### src/rtl/fpm_pkg.sv
// fpm_pkg: shared result classes and IEEE-754 single-precision constants for the multiplier result stage.
package fpm_pkg;
  typedef enum logic [2:0] {
    NORMAL   = 3'd0,
    ZERO     = 3'd1,
    QNAN     = 3'd2,
    INF      = 3'd3,
    OVF_INF  = 3'd4,
    UNF_ZERO = 3'd5
  } fp_class_e;
  localparam logic [30:0] FP_QNAN_MAG  = 31'h7FC00000;
  localparam logic [30:0] FP_INF_MAG   = 31'h7F800000;
  localparam logic [7:0]  EXP_ALL_ONES = 8'hFF;
endpackage

### src/rtl/fpm_fifo.sv
// fpm_fifo: synchronous FIFO; head word holds its last popped value while empty.
module fpm_fifo #(
  parameter int WIDTH = 35,
  parameter int DEPTH = 4
) (
  input  logic             clk,
  input  logic             rst_n,
  input  logic             push,
  input  logic             pop,
  input  logic [WIDTH-1:0] wdata,
  output logic [WIDTH-1:0] rdata,
  output logic             full,
  output logic             empty
);
  localparam int AW = $clog2(DEPTH);
  logic [WIDTH-1:0] mem [DEPTH];
  logic [WIDTH-1:0] last_q;
  logic [AW:0] wr_ptr, rd_ptr;
  logic push_ok, pop_ok;
  assign full    = (wr_ptr ^ rd_ptr) == {1'b1, {AW{1'b0}}};
  assign empty   = wr_ptr == rd_ptr;
  assign push_ok = push & ~full;
  assign pop_ok  = pop & ~empty;
  assign rdata   = empty ? last_q : mem[rd_ptr[AW-1:0]];
  always_ff @(posedge clk or negedge rst_n) begin
    if (!rst_n) begin
      wr_ptr <= '0;
      rd_ptr <= '0;
      last_q <= '0;
    end else begin
      if (push_ok) wr_ptr <= wr_ptr + 1'b1;
      if (pop_ok) begin
        rd_ptr <= rd_ptr + 1'b1;
        last_q <= mem[rd_ptr[AW-1:0]];
      end
    end
  end
  always_ff @(posedge clk) begin
    if (push_ok) mem[wr_ptr[AW-1:0]] <= wdata;
  end
endmodule

### src/rtl/fpm_result_stage.sv
// fpm_result_stage: canonicalises and classifies multiplier results into a FIFO.
// Statistics counters exist only when FPM_RESULT_STATS_EN is defined.
module fpm_result_stage
  import fpm_pkg::*;
#(
  parameter int DEPTH = 4,
  parameter int CNT_W = 16
) (
  input  logic             clk,
  input  logic             rst_n,
  input  logic             in_valid,
  output logic             in_ready,
  input  logic [31:0]      in_result,
  input  logic             in_sign,
  input  logic             in_nan,
  input  logic             in_inf,
  input  logic             in_of,
  input  logic             in_uf,
  output logic             out_valid,
  input  logic             out_ready,
  output logic [31:0]      out_result,
  output logic [2:0]       out_class,
  input  logic             stat_clr,
  output logic [CNT_W-1:0] stat_of,
  output logic [CNT_W-1:0] stat_uf,
  output logic [CNT_W-1:0] stat_nan
);
  fp_class_e   cls;
  logic [31:0] res;
  logic [34:0] rdata;
  logic        full, empty, push;
  // zero outranks nan/inf because the multiplier lets a zero operand dominate
  always_comb begin
    cls = NORMAL;
    res = in_result;
    if (in_of) begin
      cls = OVF_INF;
      res = {in_sign, FP_INF_MAG};
    end else if (in_uf) begin
      cls = UNF_ZERO;
      res = {in_sign, 31'h0};
    end else if (in_result[30:0] == 31'h0) begin
      cls = ZERO;
      res = {in_result[31], 31'h0};
    end else if (in_nan) begin
      cls = QNAN;
      res = {in_sign, FP_QNAN_MAG};
    end else if (in_inf) begin
      cls = INF;
      res = {in_sign, EXP_ALL_ONES, 23'h0};
    end
  end
  assign in_ready   = rst_n & ~full;
  assign push       = in_valid & in_ready;
  assign out_valid  = ~empty;
  assign out_result = rdata[31:0];
  assign out_class  = rdata[34:32];
  fpm_fifo #(.WIDTH(35), .DEPTH(DEPTH)) u_fifo (
    .clk   (clk),
    .rst_n (rst_n),
    .push  (push),
    .pop   (out_valid & out_ready),
    .wdata ({cls, res}),
    .rdata (rdata),
    .full  (full),
    .empty (empty)
  );
`ifdef FPM_RESULT_STATS_EN
  logic [CNT_W-1:0] stat_of_q, stat_uf_q, stat_nan_q;
  always_ff @(posedge clk or negedge rst_n) begin
    if (!rst_n) begin
      stat_of_q  <= '0;
      stat_uf_q  <= '0;
      stat_nan_q <= '0;
    end else if (stat_clr) begin
      stat_of_q  <= '0;
      stat_uf_q  <= '0;
      stat_nan_q <= '0;
    end else if (push) begin
      if (cls == OVF_INF && stat_of_q != '1) stat_of_q <= stat_of_q + 1'b1;
      if (cls == UNF_ZERO && stat_uf_q != '1) stat_uf_q <= stat_uf_q + 1'b1;
      if (cls == QNAN && stat_nan_q != '1) stat_nan_q <= stat_nan_q + 1'b1;
    end
  end
  assign stat_of  = stat_of_q;
  assign stat_uf  = stat_uf_q;
  assign stat_nan = stat_nan_q;
`else
  logic unused_stat_clr;
  assign unused_stat_clr = stat_clr;
  assign stat_of  = '0;
  assign stat_uf  = '0;
  assign stat_nan = '0;
`endif
endmodule

### config.mk
export PLATFORM = sky130hd
export DESIGN_NAME = fpm_result_stage
export DESIGN_NICKNAME = d
export VERILOG_FILES = /design/src/rtl/fpm_pkg.sv /design/src/rtl/fpm_fifo.sv /design/src/rtl/fpm_result_stage.sv
export SDC_FILE = /design/constraint.sdc
export NUM_CORES = 1
export LEC_CHECK = 0
export CAP_MARGIN = 20
export CORE_UTILIZATION = 56
export CTS_BUF_LIST = sky130_fd_sc_hd__clkbuf_8
export DETAILED_ROUTE_END_ITERATION = 16
export GPL_ROUTABILITY_DRIVEN = 0
export PLACE_DENSITY = 0.79
export RECOVER_POWER = 25
export SYNTH_ARGS = -nofsm -noshare
export SYNTH_HDL_FRONTEND = slang
export SYNTH_SLANG_ARGS = --single-unit
### constraint.sdc
create_clock -name clk -period 2.9 [get_ports clk]
set_input_delay 0.58 -clock clk [delete_from_list [all_inputs] [get_ports clk]]
set_output_delay 0.58 -clock clk [all_outputs]
set_load 0.005 [all_outputs]
After elaboration in Yosys (flattened, before gate mapping)
Memory sizes are Yosys's and may differ from the RTL's. Cells that the tools add are included.

Bits in registers: 41. Bits in writable memories: 140. Bits of input ports: 42. Output and inout bits: 85. Word-level logic and storage cells: 30. Memories kept: 1.

Add/sub/neg operators: 2. Eq/ne operators: 2. Muxes and demuxes: 13. Bitwise operators: 8. Reduce and logical (&&, ||, !) cells: 1.

Memory list: u_fifo.mem (depth 4, width 35, rd ports 1, clocked after Yosys merged registers in 0, write ports 1, RTL line fpm_fifo.sv:16) `logic [WIDTH-1:0] mem [DEPTH];`.

Operator list (count): 32-bit 2-to-1 mux (5); 35-bit 2-to-1 mux (1); 31-bit logical NOT (1); 3-bit by 1-bit adder with 3-bit output, second input constant (2); 2-bit 2-to-1 mux (3); 3-bit 2-to-1 mux (2); 1-bit bitwise AND (5); 3-bit equality test (1); 3-bit equality test, second input constant (1); 3-bit XOR (1); 1-bit 2-to-1 mux (2); 1-bit inverter (2).

Logic depth before layout (Yosys ltp)
Gate-level depths: netlist of run 1.

Depth in word-level cells: 8. Gate-level depth with buffers: 7. Depth with buffers taken out: 4.

Cells and area by module
From an unflattened synthesis of run 1, not the netlist that was laid out.

Cell total of the unflattened synthesis: 455. Area, all modules: 8192.9 um2.

By module, submodules not included: fpm_fifo (times used 1, cells an instance 332, area each 7315.8 um2, sequential area each 5230.0 um2); fpm_result_stage (times used 1, cells an instance 123, area each 877.1 um2, sequential area each 0.0 um2).

Worst setup path after synthesis of run 1
No wires, ideal clock.

Path kind: register to register. From: register u_fifo.rd_ptr[0]. To: memory u_fifo.mem[3][0], enable pin. Library setup time: 0.397 ns. Data arrival time: 1.920 ns. Data required time: 2.503 ns. Path slack: 0.583 ns. Stages on the path, launching flop included: 5. Buffers on the path: 1. Period minus slack after synthesis: 2.317 ns. Path through: dfrtp_1 buf_6 xnor2_2 a31oi_2 and3_1.

Cells in the longest elaborated chain, start to end: 8.

Ends and longest elaborated chain: from (decl) (RTL line fpm_fifo.sv:18) `logic [AW:0] wr_ptr, rd_ptr;`; from (signal assigned) (RTL line fpm_fifo.sv:33) `rd_ptr <= rd_ptr + 1'b1;`; 3-bit XOR (RTL line fpm_fifo.sv:20) `assign full = (wr_ptr ^ rd_ptr) == {1'b1, {AW{1'b0}}};`; 3-bit equality test (RTL line fpm_fifo.sv:20); 1-bit inverter (RTL line fpm_result_stage.sv:53) `assign in_ready = rst_n & ~full;`; 1-bit bitwise AND (RTL line fpm_result_stage.sv:53); via in_ready (RTL line fpm_result_stage.sv:12) `output logic in_ready,`; 1-bit bitwise AND (RTL line fpm_result_stage.sv:54) `assign push = in_valid & in_ready;`; 1-bit bitwise AND (RTL line fpm_fifo.sv:22) `assign push_ok = push & ~full;`; 1-bit 2-to-1 mux (RTL line fpm_fifo.sv:39) `if (push_ok) mem[wr_ptr[AW-1:0]] <= wdata;`; 1-bit 2-to-1 mux (implied by the code) (RTL line fpm_fifo.sv:39); to (decl) (RTL line fpm_fifo.sv:16).

The timed path passes the listed nets, and every way through them passes these cells.

Worst setup path in the final report of run 1
From: register u_fifo.rd_ptr[0]. To: output port out_result[29].

Cells in the longest elaborated chain, start to end: 2. Elaborated cells on any way between the ends: 3. Those cells by class: 1 x eq/ne; 1 x mux; 1 x memory.

Ends and longest elaborated chain: memory 4 x 35 bit or 3-bit equality test (tied branches); 35-bit 2-to-1 mux * (RTL line fpm_fifo.sv:24) `assign rdata = empty ? last_q : mem[rd_ptr[AW-1:0]];`; to (decl) (RTL line fpm_result_stage.sv:21) `output logic [31:0] out_result,`.

Every way passes the cells marked *; elsewhere a longest branch is shown, timed or not.

==> results of run 1 <==
## per-layer routing
layer  vias to the layer above  part of all wire [%]  track usage [%]
met3                        22                   6.2             4.82
met5                         -                     0                0
met4                         0                   1.7             9.10
li1                       1848                     -                -
met2                       183                    53             35.3
met1                      2106                    39             27.4
## report_power, final
group          internal, mW  switching [mW]  leakage, nW
Combinational          2.98            1.85         1.77
Clock                 0.806           0.860        0.199
Sequential             3.34           0.249         1.78
Total                  7.13            2.96         3.75
## area by class of cell
| class | instances | area [um^2] | area share (%) |
|---|---|---|---|
| Clock buffer | 19 | 262 | 2.73 |
| Sequential cell | 181 | 5230 | 54.6 |
| Inverter | 5 | 18.8 | 0.196 |
| Clock inverter | 13 | 133 | 1.38 |
| Tap cell | 180 | 225 | 2.35 |
| Timing Repair Buffer | 119 | 1220 | 12.7 |
| Multi-Input combinational cell | 238 | 2490 | 26.0 |
## timing repair
action / CTS / global route
resized for setup: 36 / 53
hold endpoints to repair: 0 / 0
cloned: 4 / 1
pin swaps: 0 / 1
buffers inserted: 5 / 19
endpoints found under the setup margin: 35 / 33
## worst register-to-register path, delay by kind of cell (launching register included)
kind	cells	cell delay, ns
buffers and inverters	4	0.67
DFF	1	0.45
AOI/OAI and AO/OA	1	0.28
xor gates and xnor gates	1	0.14
and+or+nand+nor	1	0.56
## Yosys cell counts, types with 5 or more instances
cell and number:
buf_4 49, clkbuf_1 7, mux2_4 28, o21ai_0 9, nor4_1 9, mux2_2 40, inv_1 5, edfxtp_1 140
ha_1 5, nor2_1 10, and2_1 22, buf_6 11, dfrtp_1 41, mux4_2 35
## registers in the layout, indices dropped and copies added, names as in the netlist
signal and count:
u_fifo.wr_ptr 3, u_fifo.rd_ptr 3, u_fifo.mem 140, u_fifo.last_q 35
## through the flow
step | power [mW] | hold slack (ns) | worst slack, ns | instance area, um^2 | setup TNS, ns
after floorplan | 6.36 | 0.284 | 0.583 | 8220 | 0
after global placement | 7.73 | 0.469 | 0.208 | 8850 | 0
after detailed placement | 7.87 | 0.482 | 0.0589 | 8850 | 0
after CTS | 9.73 | 0.266 | -0.137 | 9400 | -0.712
after global routing | 10.6 | 0.526 | -0.0799 | 9580 | -0.694
final | 10.1 | 0.500 | 0.0144 | 9580 | 0
## kinds of logic (layout without fill, tap and decap cells)
kind of cell / count (synthesis) / after routing
buffers and inverters: 72 / 156
and+or+nand+nor: 57 / 57
DFF: 181 / 181
xor gates and xnor gates: 7 / 7
muxes: 107 / 107
adders and majority gates: 5 / 5
other: 1 / 48
AOI/OAI and AO/OA: 14 / 14
## cells in the final DEF (no fill, tap or decap), types with 3 or more instances in the layout
master / Yosys / routed
mux2_2: 40 / 36
dlymetal6s2s_1: 0 / 6
nor4_1: 9 / 9
o21ai_0: 9 / 9
mux2_1: 4 / 4
buf_6: 11 / 3
clkbuf_8: 0 / 19
dlygate4sd2_1: 0 / 4
inv_1: 5 / 6
and2_1: 22 / 22
clkbuf_2: 0 / 15
xnor2_1: 3 / 3
dfrtp_1: 41 / 40
ha_1: 5 / 5
clkdlybuf4s50_1: 0 / 40
nor2_1: 10 / 10
clkdlybuf4s15_1: 0 / 11
and3_1: 4 / 3
buf_12: 0 / 9
edfxtp_1: 140 / 140
buf_4: 49 / 24
clkinv_2: 0 / 4
conb_1: 1 / 48
clkinvlp_4: 0 / 3
mux2_4: 28 / 32
mux4_2: 35 / 35
## worst paths after layout
| kind | start | end | slack (ns) | cells past startpoint |
|---|---|---|---|---|
| max reg2reg | u_fifo.rd_ptr[0] | u_fifo.mem[3][27] | 0.49 | 7 |
| max | u_fifo.rd_ptr[0] | out_result[29] | 0.01 | 9 |
| max in group asynchronous | rst_n | u_fifo.rd_ptr[0] | 1.61 | 2 |
| min in group clk | u_fifo.last_q[16] | u_fifo.last_q[16] | 0.51 | 1 |
| min reg2reg | u_fifo.last_q[16] | u_fifo.last_q[16] | 0.51 | 1 |
| min | rst_n | u_fifo.last_q[34] | 0.50 | 2 |
==> summary.txt, run 1 <==
Critical path
  • Crit path top cell by count: buf_12
  • Top delay family on crit path: buffers and inverters
  • CP bufs+invs: 6
  • Data arrival time of the critical path: 2.31 ns
  • Required @ worst endpoint: 2.32 ns
  • Setup crit start kind: flip-flop
  • Largest stage delay, worst path: 0.45 ns
  • Worst-path fanout max: 9
  • Slowest cell on crit path: dfrtp_2
  • Worst setup EP type: output port
  • CP Cell Sequence: buf_12 > xnor2_4 > nand3b_4 > buf_6 > buf_12 > buf_16 > buf_4 > mux2_4 > clkbuf_2
  • Crit Path Class: reg2out

Layout
  • Final nets: 609
  • Post-Layout Cell Count: 755
  • Antenna cells: 0
  • Area grow syn2layout: 19.1%
  • Layout cells sized above 1: 34.4%
  • Final core utilization: 68.8%
  • Fill cells: 914

Drt
  • DRT Pass-1 Iters: 5
  • DR vias: 4159
  • WL per Instance: 20.3 um
  • Post-DRT Antenna Nets: 0
  • Final Routed Wirelength: 15300 um
  • Iteration-0 DRC Markers: 267
  • Via/cell ratio: 5.51
  • Drt drc: 0

Power
  • Worst VDD drop: 0.479 mV
  • Power per cell area: 1050 nW/um^2
  • Leakage: 3.75 nW

Place
  • Port buffer count: 77
  • Cell count after placement: 695
  • DPL Wire Length: 8840 um

Synth
  • Synth Area in Adders: 0.778%
  • Post-Syn Instances: 444
  • Register area share after synthesis: 65.0%
  • Yosys top cell area share: 52.3%
  • Synth Area in Simple Gates: 4.23%
  • Synth Area in Compound Gates: 1.12%
  • Synth Warn #: 0
  • #FFs+latches synth: 181
  • Post-synth EDFFs: 140
  • XOR/XNOR Fraction of Synth Area: 0.949%
  • Synth area leader: edfxtp_1
  • Cell Area, Synth: 8040 um^2
  • Main combinational cell family by area after synthesis: multiplexers
  • Synth cell types: 36
  • Mux cell area share after synthesis: 21.2%
  • Main synth FF type: edfxtp_1
  • Synth area leaders: edfxtp_1, dfrtp_1, mux4_2, mux2_2, mux2_4
  • Avg Inst Size Synth: 18.1 um^2
  • Asr flop ratio synth: 22.7%

Global routing
  • First-pass GRT wire length: 22300 um
  • Largest net degree at the start of global routing: 42
  • Grt total ovfl: 0
  • Total track usage: 21.4%
  • Vias in the first global route: 4057
  • Initial antenna violation count: 0

CTS
  • Hold bufs inserted after CTS: 0
  • Worst-path clk slew: 0.10 ns
  • Max Root-Sink Buffers: 2
  • CTS tree: built
  • Clock latency at the later pin of the worst-skew pair: 0.46 ns
  • Clock root cell: clkbuf_8
  • Clk sinks: 181
  • H-tree depth: 4
  • Clock buffer count from CTS: 17

STA
  • Max Freq: 0.347 GHz
  • Pins Over Slew Limit: 0
  • Fin crit share: 99.5%
  • Slew headroom: 20.3%
  • RSZ-0062 raised after global routing: true
  • Worst Tran Pin Value: 1.20 ns
  • Hold Vio Cnt, Final: 0
  • Fin crit period: 2.89 ns
  • Worst Skew: 0.0144 ns
  • # setup viols final: 0

Flow run
  • Max-Cap Viols: 0

Die
  • Starting Density: 57.7%
  • Die W: 122 um
  • Die area: 14800 um^2
  • Die height: 122 um
  • Row count: 43
  • Core ar.: 13900 um^2
  • I/O Pins: 127

Run status
  • Status: finished, final reports clean

Hold path
  • Hold WC Path Type: in2async
No activity file was read; power rests on OpenSTA's default activity.
==> run 2, diff against run 1 <==
Settings changed: ABC_AREA from default to 0, SKIP_CTS_REPAIR_TIMING from default to 1.
==> summary.txt, run 2 (synthesis gave the netlist of run 1 again) <==
Run status
  • Status: finished, violations left
  • Violated checks: setup timing

STA
  • Worst Skew: 0.00879 ns
  • Hold Vio Cnt, Final: 0
  • Fin crit period: 3.00 ns
  • Max Freq: 0.334 GHz
  • Worst Tran Pin Value: 1.16 ns
  • Min Hold Slack: 0.504 ns
  • Slew headroom: 22.6%
  • # setup viols final: 7
  • Pins Over Slew Limit: 0
  • RSZ-0062 raised after global routing: true
  • Fin crit share: 103%
  • Worst setup margin: -0.0969 ns

Global routing
  • Initial antenna violation count: 0
  • Vias in the first global route: 3971
  • First-pass GRT wire length: 21400 um
  • Largest net degree at the start of global routing: 42
  • Total track usage: 20.3%
  • Grt total ovfl: 0

Layout
  • Most frequent cells in the layout: edfxtp_1, conb_1, clkdlybuf4s50_1, mux2_2, dfrtp_1
  • Area grow syn2layout: 18.8%
  • Finished Cell Area: 9550 um^2
  • Final nets: 599
  • Antenna cells: 0
  • Layout cells sized above 1: 30.6%
  • Commonest non-fill, non-tap cell in the layout: edfxtp_1
  • Post-Layout Cell Count: 745
  • Largest register FFs: 140

Die
  • I/O Pins: 127
  • Die area: 14800 um^2
  • Row count: 43
  • Die height: 122 um
  • Starting Density: 57.7%
  • Die W: 122 um
  • Core ar.: 13900 um^2

CTS
  • Max Root-Sink Buffers: 2
  • Worst-path clk slew: 0.09 ns
  • H-tree depth: 4
  • Clock buffer count from CTS: 17
  • CTS tree: built
  • Clock latency at the later pin of the worst-skew pair: 0.45 ns
  • Clk sinks: 181
  • Clock root cell: clkbuf_8

Power
  • Int Pwr: 7.00 mW
  • Sequential share of power: 36.3%
  • Clk network pwr share: 16.8%
  • Net switching power: 2.88 mW
  • Power per cell area: 1030 nW/um^2
  • Comb pwr share: 46.9%
  • Worst VDD drop: 0.488 mV
  • Switching Fraction: 29.1%
  • Leakage: 3.83 nW

Place
  • Port buffer count: 77
  • Dpl cell area: 8850 um^2
  • Cell count after placement: 695
  • DPL Wire Length: 8840 um

Drt
  • DRT Pass-1 Iters: 4
  • DR vias: 4092
  • WL per Instance: 20.5 um
  • Via/cell ratio: 5.49
  • Final Routed Wirelength: 15300 um
  • Post-DRT Antenna Nets: 0
  • Iteration-0 DRC Markers: 262
  • Drt drc: 0

Critical path
  • R2R cell count: 6
  • Worst setup EP type: output port
  • Data arrival time of the critical path: 2.42 ns
  • Crit Path Class: reg2out
  • Setup crit start kind: flip-flop
  • Worst-path fanout max: 9
  • Required @ worst endpoint: 2.32 ns

Hold path
  • Hold WC Path Type: reg2reg
  • Hold Path Cell Cnt: 1

Flow run
  • Max-Cap Viols: 0
[run 2: area by class of cell]
class,count,area [um^2]
clock buffers,19,262
repair buffers,109,1210
well taps,180,225
clock inverters,13,133
fillers,921,4380
inverters,5,18.8
flip-flops and latches,181,5230
multi-input cells,238,2470
[run 2: final timing paths]
kind	start	endpoint	slack [ns]
max	u_fifo.rd_ptr[0]	out_result[17]	-0.1
min	u_fifo.last_q[27]	u_fifo.last_q[27]	0.50
max reg2reg	u_fifo.rd_ptr[0]	u_fifo.mem[3][27]	0.57
min reg2reg	u_fifo.last_q[27]	u_fifo.last_q[27]	0.50
max in group asynchronous	rst_n	u_fifo.rd_ptr[0]	1.55
min in group asynchronous	rst_n	u_fifo.last_q[19]	0.55
[run 2: worst max-delay path, stage by stage (launching register included)]
cell and delay (ns):
dfrtp_2 0.45, buf_12 0.17, xnor2_4 0.17, nand3b_4 0.21
clkbuf_16 0.24, mux2_4 0.29, clkdlybuf4s50_1 0.44
[run 2: through the flow]
stage                     power (mW)  setup TNS (ns)  worst slack, ns  util [%]
after floorplan                 6.36               0            0.583         -
after global placement          7.73               0            0.208      63.5
after detailed placement        7.87               0           0.0589      63.5
after CTS                       9.51           -5.93           -0.245      66.3
after global routing            10.3           -1.28           -0.194      68.6
final                           9.88          -0.579          -0.0969      68.6
[run 2: power by group through the flow]
stage	Clock (mW)	Combinational (mW)	Sequential, mW
2_1_floorplan	0	2.81	3.55
3_5_place_dp	0	4.24	3.63
6_report	1.66	4.64	3.59
5_1_grt	1.78	4.93	3.63
4_1_cts	1.68	4.25	3.57
3_3_place_gp	0	4.14	3.58
[run 2: layer usage]
layer	vias to the layer above	GRT usage, %	wire [um]
met5	-	0	0
met4	0	7.02	270
met3	14	4.73	909
met2	179	34.5	8030
met1	2074	25.6	6080
li1	1825	-	-
==> run 3, diff against run 2 <==
Settings changed: HOLD_SLACK_MARGIN from default to 0.03.
==> results of run 3 <==
The final DEF is identical to that of run 2; final timing and power are the same.
